**config.mk**
```make
export PLATFORM = sky130hd
export DESIGN_NAME = mem_drain_unit
export DESIGN_NICKNAME = d
export VERILOG_FILES = /design/src/rtl/mem_drain_unit_pkg.sv /design/src/rtl/mem_drain_timer.sv /design/src/rtl/mem_drain_unit.sv
export SDC_FILE = /design/constraint.sdc
export NUM_CORES = 1
export LEC_CHECK = 0
export ABC_AREA = 1
export CAP_MARGIN = 15
export CELL_PAD_IN_SITES_DETAIL_PLACEMENT = 0
export CELL_PAD_IN_SITES_GLOBAL_PLACEMENT = 1
export CORE_UTILIZATION = 30
export CTS_CLUSTER_DIAMETER = 150
export DETAILED_ROUTE_END_ITERATION = 12
export GPL_TIMING_DRIVEN = 0
export PLACE_DENSITY_LB_ADDON = 0.15
export SYNTH_ARGS = -nofsm -noshare
export SYNTH_HDL_FRONTEND = slang
export SYNTH_SLANG_ARGS = --single-unit
```
**constraint.sdc**
```tcl
create_clock -name clk -period 4.3 [get_ports clk]
set_input_delay 0.86 -clock clk [delete_from_list [all_inputs] [get_ports clk]]
set_output_delay 0.86 -clock clk [all_outputs]
set_load 0.05 [all_outputs]
```
**src/rtl/mem_drain_unit_pkg.sv**
```systemverilog
// Types shared between the memory queue and the memory drain unit.
package mem_drain_unit_pkg;

    localparam int MD_DATA_W = 16;
    localparam int MD_ADDR_W = 16;
    localparam int NUM_D_REG = 16;
    localparam int D_REG_W   = $clog2(NUM_D_REG);

    // One queued memory operation as it leaves the head of the memory queue.
    typedef struct packed {
        logic                 is_store;
        logic [MD_DATA_W-1:0] data;
        logic [MD_ADDR_W-1:0] mem_addr;
        logic [D_REG_W-1:0]   reg_addr;
    } mq_entry_t;

endpackage

```
**src/rtl/mem_drain_timer.sv**
```systemverilog
// Saturating response timer: cleared when a load is accepted, advanced while
// waiting for read data, flags the last permitted wait cycle.
module mem_drain_timer #(
    parameter int TIMEOUT = 255
) (
    input  logic clk,
    input  logic rst,
    input  logic clr,
    input  logic inc,
    output logic tc
);

    localparam int            CNT_W   = $clog2(TIMEOUT + 1);
    localparam logic [CNT_W-1:0] CNT_MAX = {CNT_W{1'b1}};
    localparam logic [CNT_W-1:0] CNT_TC  = CNT_W'(TIMEOUT - 1);

    logic [CNT_W-1:0] cnt_q, cnt_d;

    // Next count: clear wins, increment stops at all-ones so it never wraps.
    always_comb begin
        cnt_d = cnt_q;
        if (clr) begin
            cnt_d = '0;
        end else if (inc && (cnt_q != CNT_MAX)) begin
            cnt_d = cnt_q + 1'b1;
        end
    end

    // Counter register.
    // NOTE: sequential state uses non-blocking assignments so every flop samples pre-edge values.
    always_ff @(posedge clk or posedge rst) begin
        if (rst) begin
            cnt_q <= '0;
        end else begin
            cnt_q <= cnt_d;
        end
    end

    assign tc = (cnt_q == CNT_TC);

endmodule

```
**src/rtl/mem_drain_unit.sv**
```systemverilog
// Drains the memory queue one operation at a time onto the data-memory port
// and writes load results back to the data register file.
module mem_drain_unit
    import mem_drain_unit_pkg::*;
#(
    parameter int DATA_W  = MD_DATA_W,  // must equal the queue entry data width
    parameter int ADDR_W  = MD_ADDR_W,  // must equal the queue entry address width
    parameter int TIMEOUT = 255
) (
    input  logic               clk,
    input  logic               rst,
    input  logic               mq_valid,
    input  mq_entry_t          mq_entry,
    output logic               mq_pop,
    input  logic               flush,
    output logic               dmem_req,
    output logic               dmem_we,
    output logic [ADDR_W-1:0]  dmem_addr,
    output logic [DATA_W-1:0]  dmem_wdata,
    input  logic               dmem_ready,
    input  logic               dmem_rvalid,
    input  logic [DATA_W-1:0]  dmem_rdata,
    output logic               wb_valid,
    output logic [D_REG_W-1:0] wb_reg,
    output logic [DATA_W-1:0]  wb_data,
    output logic               store_done,
    output logic               busy,
    output logic               timeout_err
);

    typedef enum logic [2:0] {
        S_IDLE,
        S_REQ,
        S_WAIT_RD,
        S_WB,
        S_DISCARD
    } state_e;

    state_e    state_q, state_d;
    mq_entry_t hold_q, hold_d;
    logic      timeout_err_q, timeout_err_d;
    logic      tmr_clr, tmr_inc, tmr_tc;

    mem_drain_timer #(
        .TIMEOUT (TIMEOUT)
    ) u_timer (
        .clk (clk),
        .rst (rst),
        .clr (tmr_clr),
        .inc (tmr_inc),
        .tc  (tmr_tc)
    );

    // Next state, holding register update and all decoded outputs.
    // NOTE: every signal gets a default before the case so no path can infer a latch.
    always_comb begin
        state_d       = state_q;
        hold_d        = hold_q;
        timeout_err_d = timeout_err_q;
        tmr_clr       = 1'b0;
        tmr_inc       = 1'b0;
        mq_pop        = 1'b0;
        dmem_req      = 1'b0;
        dmem_we       = 1'b0;
        dmem_addr     = '0;
        dmem_wdata    = '0;
        wb_valid      = 1'b0;
        wb_reg        = '0;
        wb_data       = '0;
        store_done    = 1'b0;

        case (state_q)
            S_IDLE: begin
                // A load facing a flush is left for the queue's own squash.
                mq_pop = ~rst & mq_valid & ~(flush & ~mq_entry.is_store);
                if (mq_pop) begin
                    hold_d  = mq_entry;
                    state_d = S_REQ;
                end
            end

            S_REQ: begin
                dmem_we    = hold_q.is_store;
                dmem_addr  = hold_q.mem_addr;
                dmem_wdata = hold_q.data;
                if (hold_q.is_store) begin
                    // Stores are committed and ignore flush.
                    dmem_req = 1'b1;
                    if (dmem_ready) begin
                        store_done = 1'b1;
                        state_d    = S_IDLE;
                    end
                end else if (flush) begin
                    state_d = S_IDLE;
                end else begin
                    dmem_req = 1'b1;
                    if (dmem_ready) begin
                        tmr_clr = 1'b1;
                        state_d = S_WAIT_RD;
                    end
                end
            end

            S_WAIT_RD: begin
                // Flush beats a simultaneous rvalid: the data is squashed.
                if (flush) begin
                    state_d = S_DISCARD;
                end else if (dmem_rvalid) begin
                    hold_d.data = dmem_rdata;
                    state_d     = S_WB;
                end else if (tmr_tc) begin
                    timeout_err_d = 1'b1;
                    state_d       = S_IDLE;
                end else begin
                    tmr_inc = 1'b1;
                end
            end

            S_WB: begin
                wb_valid = ~flush;
                wb_reg   = hold_q.reg_addr;
                wb_data  = hold_q.data;
                state_d  = S_IDLE;
            end

            S_DISCARD: begin
                // Still owed one response; swallow it before issuing again.
                if (dmem_rvalid) begin
                    state_d = S_IDLE;
                end else if (tmr_tc) begin
                    timeout_err_d = 1'b1;
                    state_d       = S_IDLE;
                end else begin
                    tmr_inc = 1'b1;
                end
            end

            default: state_d = S_IDLE;
        endcase
    end

    // State, holding register and sticky error flag.
    always_ff @(posedge clk or posedge rst) begin
        if (rst) begin
            state_q       <= S_IDLE;
            hold_q        <= '0;
            timeout_err_q <= 1'b0;
        end else begin
            state_q       <= state_d;
            hold_q        <= hold_d;
            timeout_err_q <= timeout_err_d;
        end
    end

    assign busy        = (state_q != S_IDLE);
    assign timeout_err = timeout_err_q;

endmodule

```
After elaboration in Yosys (flattened, before gate mapping)
Index checks and enable logic that the tools add are counted.

storage, ports and cells
  register bits = 49
  input bits = 59
  output and inout bits = 59
  logic and storage cells = 76

cells by class
  add/sub/neg operators = 1
  equality and inequality tests = 11
  muxes and demuxes = 40
  bitwise logic cells = 7
  reduce and logical (&&, ||, !) cells = 10

operator list
  kind                   count
  $mux W16               5
  $mux W36               1
  $pmux W16 S2           1
  $mux W3                9
  $mux W1                18
  $mux W8                2
  $pmux W3 S4            1
  $add A8 B1 Y8 const B  1
  $eq A8 B8 Y1 const B   1
  $ne A8 B8 Y1 const B   1
  $eq A3 B2 Y1 const B   2
  $ne A2 B2 Y1 const B   3
  $ne A3 B3 Y1 const B   2
  $reduce_bool A2 Y1     3
  $mux W4                1
  $not A1 Y1             4
  $pmux W1 S2            2
  $reduce_and A2 Y1      2
  $reduce_and A4 Y1      1
  $and A1 B1 Y1          3
  $eq A3 B1 Y1 const B   1
  $eq A3 B3 Y1 const B   1
  $logic_not A3 Y1       1
  $reduce_and A3 Y1      1
  2 further kinds        2

Logic depth before layout (Yosys ltp)
Gate-level depths: netlist of run 1.

  depth after elaboration = 8
  depth in mapped cells = 9
  gate-level depth less buffers = 9

Cells and area by module
Synthesis of run 1 repeated with hierarchy kept, for this count alone.

unflattened totals
  cell total of the unflattened synthesis = 413
  area total of the unflattened synthesis = 2,798.9 um^2

by module, submodules not included
  module           times used  cells an instance  area an instance (um^2)  seq. area each (um^2)
  mem_drain_unit   1           336                2,264.7                  1,026.0
  mem_drain_timer  1           77                 534.3                    200.2

Least setup slack after synthesis of run 1
No wires, ideal clock.

  kind = input-to-output
  from = in rst
  to = out mq_pop
  arrival time = 2.921 ns
  setup slack = 0.519 ns
  stages on the path = 5
  cell sequence = inv_1 > nand3_2 > or2_4 > inv_4 > buf_4

on the way
  longest elaborated chain between the ends = 4

ends and longest elaborated chain
  element                     RTL line              text
  from (decl)                 mem_drain_unit.sv:11  input logic rst,
  $not A1 Y1                  mem_drain_unit.sv:75  mq_pop = ~rst & mq_valid & ~(flush & ~mq_entry.is_store);
  $and A1 B1 Y1 (2 in a row)  mem_drain_unit.sv:75
  $mux W1                     mem_drain_unit.sv:72  case (state_q)
  to (decl)                   mem_drain_unit.sv:14  output logic mq_pop,

Every way passes these cells.

Final worst setup path of run 1
Same ends and word-level chain as after synthesis.

==> impl_summary.log, run 1 <==
INFO  metric min_path_type = flip-flop to flip-flop
INFO  metric worst_case_hold_path_end_point = hold_q[36]$_DFFE_PP0P_
INFO  metric clkTransAtPathRegs = approximately 0.090 ns
INFO  metric ioPinCount = roughly 120
INFO  metric post_cts_hold_buffers = 0
INFO  metric route.vias.total = 2806
INFO  metric timing.slew.headroom = 56.99%
INFO  metric placementRows = 35
INFO  metric detailedPlace.worstSlack = -0.09145 ns
INFO  metric timing.critical_path.arrival = between 3 and 4 ns
INFO  metric die-area = 10160 um^2
INFO  metric timing.final.max_slew_violations = 0
INFO  metric power_density = about 570 nW/um^2
INFO  metric vias_in_the_first_global_route = approximately 2700
INFO  metric fp.coreArea = roughly 9300 um^2
INFO  metric r2r_setup_slack = 2.65 ns
INFO  metric worst_slack = around 0.24 ns
INFO  metric detailedRoute.firstIterationViolations = 73
INFO  metric worstSetupPathType = input pin to output pin
INFO  metric ys_seq_area_share = 41.88%
INFO  metric peakVddDrop = 0.0002092 V
INFO  metric cts.sinks = 49
INFO  metric nets = 581
INFO  metric post_synth.cell_area_avg = 7.412 um^2
INFO  metric timing.hold.worst.start = hold_q[36]$_DFFE_PP0P_
INFO  metric global_route_wire_length_before_repair = ~14 mm
INFO  metric setup_viol = 0
INFO  metric clk-insertion-delay-late = approximately 0.30 ns
INFO  metric flow.area_growth_from_synthesis = 49.27%
INFO  metric dominant_synthesized_flop_cell = sky130_fd_sc_hd__dfrtp_1
INFO  metric multiInputGateArea = 1338 um^2
INFO  metric synth.cell_area = around 3000 um^2
INFO  metric starting_density_of_the_core = a little under a third
INFO  metric regArea = ~1200 um^2
INFO  metric fillCellCount = 951
INFO  metric portbufs = 117
INFO  metric diode_count = 0
INFO  metric data_required_time_of_the_critical_path = between 3 and 4 ns
INFO  metric yosys_register_bits = 49
INFO  metric antenna_found_initial = 0
INFO  metric post-route-util = 46.85%
INFO  metric h-tree-depth = 2
INFO  metric clock-root-buffer = sky130_fd_sc_hd__clkbuf_8
INFO  metric drc_errors = 0
INFO  metric r2r-end = u_timer.cnt_q[5]$_DFFE_PP0P_
INFO  metric cts_post_setup_buffers_inserted = 0
INFO  metric die_w = 100.8 um
INFO  metric timing_worst_slew_pin_value = between 0.6 and 0.7 ns
INFO  metric totalWireLength = 8.131 mm
INFO  metric synthesized_nets = between 400 and 500
INFO  metric ys.warnings.count = 0
INFO  metric dp.final_hpwl = about 6 mm
INFO  metric reg2reg_from = u_timer.cnt_q[0]$_DFFE_PP0P_
INFO  metric drv_cap = 0
INFO  metric holdPathStages = 2
INFO  metric netlist-cell-type-count = 31
INFO  metric run_status = completed
INFO  metric worstSetupStartpointType = input pin
INFO  metric power.leakage = about 0.0019 uW
INFO  metric detail-route-antenna-nets = 0
INFO  metric fmax = 246.4 MHz
INFO  metric layout.cells.most_common = sky130_fd_sc_hd__clkdlybuf4s50_1
INFO  metric routabilityCongestion = about 0.8
INFO  metric synth_edf_count = 0
INFO  metric die_height = 100.8 um
INFO  metric finalCritPeriodShare = ~94%
INFO  metric grt_max_degree = 42
INFO  metric drt_first_pass_iters = 4
INFO  metric cts-buffers-inserted = 5
INFO  metric cp_max_fo = 41
INFO  metric number_of_buffers_on_the_longest_clock_path = 2
INFO  metric globalRouteTotalUtil = between 10% and 20%
INFO  metric grt_setup_unrepaired = false
INFO  metric number_of_cells_produced_by_synthesis = 395
INFO  metric finClkSkew = 0.007810 ns
INFO  metric globalRoute.totalOverflow = 0
INFO  metric cts_tree = done
INFO  metric synthArstFlopShare = 100.0%
INFO  metric most-common-layout-cells = sky130_fd_sc_hd__clkdlybuf4s50_1, sky130_fd_sc_hd__nand2_1, sky130_fd_sc_hd__nor2_1, sky130_fd_sc_hd__inv_1, sky130_fd_sc_hd__dfrtp_1
INFO  metric hold_viol = 0
INFO  metric avgViaCountPerCell = 4.317
INFO  metric final_worst_path_period_need = 4.058 ns
INFO  metric reg2regPathDepth = 8
INFO  metric drive_gt1_share = a little over an eighth
INFO  metric kind_of_end_point_of_the_critical_path = output pin
INFO  metric post_drt_wl_per_cell = 12.51 um
[worst max-delay path, cell delays in order]
cell                              delay (ns)
sky130_fd_sc_hd__clkdlybuf4s50_1        0.41
sky130_fd_sc_hd__inv_2                  0.21
sky130_fd_sc_hd__buf_12                 0.27
sky130_fd_sc_hd__nand3_2                0.28
sky130_fd_sc_hd__or2_4                  0.34
sky130_fd_sc_hd__inv_4                  0.08
sky130_fd_sc_hd__buf_4                  0.17
sky130_fd_sc_hd__dlygate4sd2_1          0.54
[repair_timing]
item / CTS / global route
resized for setup: 1 / 0
setup endpoints to repair: 1 / 0
endpoints found under the hold margin: 0 / 0
[cell type report]
cell class              instances  area share, %
multi-input cells             268          30.60
flip-flops and latches         49          28.06
repair buffers                118          27.23
inverters                      62          5.439
well taps                     129          3.693
plain buffers                  16          2.891
clock buffers                   5          1.575
clock inverters                 3         0.5153
[sequential cells by signal, summed over array words and instances, names as in the netlist]
| register | cells |
|---|---|
| state_q | 3 |
| timeout_err | 1 |
| u_timer.cnt_q | 8 |
| hold_q | 37 |
[how the worst max path moves through the flow]
stage	start	endpoint	slack (ns)	depth (start not counted)
after floorplan	rst	mq_pop	0.52	5
after global routing	rst	mq_pop	0.06	8
final	rst	mq_pop	0.24	8
after detailed placement	rst	mq_pop	-0.09	8
after global placement	rst	mq_pop	-1.51	7
after CTS	rst	mq_pop	0.18	8
[per-stage QoR]
stage          TNS (ns)  hold WS [ns]  cells  cell area (um^2)  power [uW]
6_report              0        0.5094    650              4370        2479
5_1_grt               0        0.5436    650              4370        2669
4_1_cts               0        0.5124    650              4370        2521
3_5_place_dp   -0.09145        0.4748    642              4280        2237
3_3_place_gp     -1.995        0.4735    641              4260        2219
2_1_floorplan         0        0.4530    395              2928        1783
[cell usage after synthesis (2+ instances only)]
library cell	instances	area, um^2
sky130_fd_sc_hd__buf_6	3	33.78
sky130_fd_sc_hd__nand2_2	17	106.4
sky130_fd_sc_hd__a21oi_1	3	15.01
sky130_fd_sc_hd__buf_1	3	11.26
sky130_fd_sc_hd__buf_2	3	15.01
sky130_fd_sc_hd__nand2_1	88	330.3
sky130_fd_sc_hd__clkbuf_1	3	11.26
sky130_fd_sc_hd__ha_1	2	25.02
sky130_fd_sc_hd__nand4_1	4	25.02
sky130_fd_sc_hd__inv_4	2	12.51
sky130_fd_sc_hd__nor2_2	3	18.77
sky130_fd_sc_hd__inv_1	57	214.0
sky130_fd_sc_hd__o21ai_1	20	100.1
sky130_fd_sc_hd__xnor2_1	2	17.52
sky130_fd_sc_hd__buf_12	2	40.04
sky130_fd_sc_hd__inv_2	3	11.26
sky130_fd_sc_hd__nor2_1	62	232.7
sky130_fd_sc_hd__o21ai_0	20	100.1
sky130_fd_sc_hd__nand2_4	2	22.52
sky130_fd_sc_hd__o21ai_2	16	140.1
sky130_fd_sc_hd__dfrtp_1	49	1226
sky130_fd_sc_hd__nand3_2	2	20.02
sky130_fd_sc_hd__nand3_1	20	100.1
sky130_fd_sc_hd__buf_4	2	15.01
[layer usage]
metal | GRT usage, % | share of wire, % | vias to the layer above | wire length [um]
met3 | 3.121 | 4.9 | 6 | 399
met2 | 28.56 | 47 | 78 | 3816
met4 | 3.790 | 0.80 | 0 | 65
met5 | 0 | 0 | - | 0
li1 | - | - | 1462 | -
met1 | 23.24 | 47 | 1260 | 3849
[report_power, final]
| group | total (uW) | switching (uW) | internal, uW |
|---|---|---|---|
| clock network | 279 | 164 | 114 |
| registers | 684 | 57.9 | 626 |
| logic | 1520 | 1000 | 513 |
| total | 2480 | 1220 | 1250 |
[cells by family (layout without fill, tap and decap cells)]
logic type               after synthesis  in the layout  synth area share [%]
adder cells (fa/ha/maj)                2              2                0.8546
XOR/XNOR                               3              3                0.8976
AO/OA/AOI/OAI                         61             61                 12.95
AND/OR/NAND/NOR                      202            202                 30.98
flip-flops                            49             49                 41.88
buffers and inverters                 78            204                 12.44
Power figures use the tool's default switching activity.
==> run 2, diff against run 1 <==
SKIP_CTS_REPAIR_TIMING = 1   (was not set)
==> run 2 against run 1 <==
Clock power about the same. Fmax increased by 2.7%. Setup slack improved by 0.11 ns. Sequential share of layout area about the same. Highest routed layer unchanged. Largest power group unchanged. Sequential power about the same. Critical path depth unchanged. Clock-buffer cell count unchanged. Non-clock buffer count unchanged. Critical endpoint unchanged. Clock skew unchanged. First-iteration DRC count unchanged. Combinational power about the same. Die area unchanged.
==> impl_summary.log, run 2 (synthesized netlist as in run 1, its figures left out) <==
INFO  metric timing.final.max_slew_violations = 0 (unchanged)
INFO  metric fp.coreArea = 9328 um^2 (unchanged)
INFO  metric cp_max_fo = 41 (unchanged)
INFO  metric drive_gt1_share = 13.24% (unchanged)
INFO  metric timing_worst_slew_pin_value = 0.6452 ns (unchanged)
INFO  metric worst_slack = 0.3469 ns (+0.1053 ns)
INFO  metric drc_errors = 0 (unchanged)
INFO  metric kind_of_end_point_of_the_critical_path = output pin
INFO  metric placementRows = 35 (unchanged)
INFO  metric crit_slowest_cell = sky130_fd_sc_hd__dlymetal6s2s_1
INFO  metric final_worst_path_period_need = 3.953 ns (-0.1053 ns)
INFO  metric avgViaCountPerCell = 4.317 (unchanged)
INFO  metric totalWireLength = 8.132 mm (about the same)
INFO  metric routabilityCongestion = 0.8227 (unchanged)
INFO  metric peakVddDrop = 0.0002092 V (unchanged)
INFO  metric hold_viol = 0 (unchanged)
INFO  metric fmax = 253.0 MHz (+2.7%)
INFO  metric data_required_time_of_the_critical_path = 3.44 ns (about the same)
INFO  metric timing.slew.headroom = 56.99% (unchanged)
INFO  metric route.vias.total = 2806 (unchanged)
INFO  metric h-tree-depth = 2 (unchanged)
INFO  metric power_density = 567.0 nW/um^2 (about the same)
INFO  metric min_path_type = flip-flop to flip-flop
INFO  metric totalNegativeSetupSlack = 0 ns (unchanged)
INFO  metric drt_first_pass_iters = 4 (unchanged)
INFO  metric regMostFlops = hold_q
INFO  metric run_status = completed
INFO  metric die_w = 100.8 um (unchanged)
INFO  metric detail-route-antenna-nets = 0 (unchanged)
INFO  metric clock-root-buffer = sky130_fd_sc_hd__clkbuf_8
INFO  metric cts_tree = done
INFO  metric largestRegisters = hold_q: 37 flops, u_timer.cnt_q: 8 flops, state_q: 3 flops
INFO  metric finalCritPeriodShare = 91.93% (-2.4 points)
INFO  metric timing.critical_path.arrival = 3.09 ns (-0.11 ns)
INFO  metric finClkSkew = 0.007810 ns (unchanged)
INFO  metric detailedPlace.worstSlack = -0.09145 ns (unchanged)
INFO  metric starting_density_of_the_core = 31.39% (unchanged)
INFO  metric cts-buffers-inserted = 5 (unchanged)
INFO  metric flow.area_growth_from_synthesis = 49.40% (about the same)
INFO  metric largest_register_ffs = 37 (unchanged)
INFO  metric globalRoute.totalOverflow = 0 (unchanged)
INFO  metric critical_path.cell_chain = clkdlybuf4s50_1 -> inv_2 -> buf_12 -> nand3_2 -> or2_4 -> inv_4 -> buf_4 -> dlymetal6s2s_1
INFO  metric antenna_found_initial = 0 (unchanged)
INFO  metric clkTransAtPathRegs = 0.09 ns (about the same)
INFO  metric post_drt_wl_per_cell = 12.51 um (about the same)
INFO  metric dp.final_hpwl = 6.178 mm (unchanged)
INFO  metric nets = 581 (unchanged)
INFO  metric post-route-util = 46.89% (about the same)
INFO  metric fillCellCount = 951 (unchanged)
INFO  metric clk-insertion-delay-late = 0.30 ns (about the same)
INFO  metric portbufs = 117 (unchanged)
INFO  metric diode_count = 0 (unchanged)
INFO  metric drv_cap = 0 (unchanged)
INFO  metric detailedRoute.firstIterationViolations = 73 (unchanged)
INFO  metric worstSetupPathType = input pin to output pin
INFO  metric number_of_buffers_on_the_longest_clock_path = 2 (unchanged)
INFO  metric cts.sinks = 49 (unchanged)
INFO  metric global_route_wire_length_before_repair = 13.52 mm (unchanged)
INFO  metric die_height = 100.8 um (unchanged)
INFO  metric setup_viol = 0 (unchanged)
INFO  metric grt_max_degree = 42 (unchanged)
INFO  metric worstSetupStartpointType = input pin
INFO  metric globalRouteTotalUtil = 17.16% (unchanged)
INFO  metric power.leakage = 0.001929 uW (+0.66%)
INFO  metric vias_in_the_first_global_route = 2675 (unchanged)
INFO  metric max_stage_delay = 0.44 ns (-0.10 ns)
INFO  metric grt_setup_unrepaired = false
INFO  metric most-common-layout-cells = sky130_fd_sc_hd__clkdlybuf4s50_1, sky130_fd_sc_hd__nand2_1, sky130_fd_sc_hd__nor2_1, sky130_fd_sc_hd__inv_1, sky130_fd_sc_hd__dfrtp_1
INFO  metric die-area = 10160 um^2 (unchanged)
INFO  metric ioPinCount = 118 (unchanged)
INFO  metric layout.cells.most_common = sky130_fd_sc_hd__clkdlybuf4s50_1
[run 2: area by class of cell]
cell class                 instances  area [um^2]  area share [%]
multi-input combinational        268         1338           30.58
sequential                        49         1226           28.03
timing repair buffer             118         1194           27.29
inverter                          62        237.7           5.435
tap                              129        161.4           3.690
buffer                            16        126.4           2.889
clock buffer                       5        68.82           1.573
clock inverter                     3        22.52          0.5149
[run 2: where the power goes]
| part | total, uW | switching [uW] | internal, uW |
|---|---|---|---|
| clock network | 279 | 164 | 114 |
| logic | 1520 | 1000 | 514 |
| registers | 684 | 57.9 | 626 |
| total | 2480 | 1230 | 1260 |
[run 2: routing by layer]
| layer | wire length, um | GRT usage (%) |
|---|---|---|
| met5 | 0 | 0 |
| met4 | 65 | 3.790 |
| met3 | 401 | 3.121 |
| met2 | 3816 | 28.56 |
| met1 | 3849 | 23.24 |
[run 2: critical path: cells and delay by family]
kind	cells	cell delay [ns]
simple gates	2	0.62
buf+inv	6	1.58
[run 2: path summary, 6_finish.rpt]
path / from / to / slack (ns) / depth (start not counted)
max: rst / mq_pop / 0.35 / 8
min: hold_q[36]$_DFFE_PP0P_ / hold_q[36]$_DFFE_PP0P_ / 0.51 / 2
max reg2reg: u_timer.cnt_q[0]$_DFFE_PP0P_ / u_timer.cnt_q[5]$_DFFE_PP0P_ / 2.65 / 8
min reg2reg: hold_q[36]$_DFFE_PP0P_ / hold_q[36]$_DFFE_PP0P_ / 0.51 / 2
max in group asynchronous: rst / hold_q[34]$_DFFE_PP0P_ / 3.02 / 3
min in group asynchronous: rst / hold_q[27]$_DFFE_PP0P_ / 0.79 / 2
[run 2: per-stage QoR]
stage	power, uW	cells	area (um^2)	hold WS [ns]
detailed placement	2237	642	4280	0.4748
global route	2670	650	4374	0.5436
floorplan	1783	395	2928	0.4530
global placement	2219	641	4260	0.4735
finish	2480	650	4374	0.5094
CTS	2522	650	4372	0.5124
==> run 3, diff against run 2 <==
CTS_CLUSTER_SIZE = 25   (was not set)
==> results of run 3 <==
The final DEF is identical to that of run 2; final timing and power are the same.
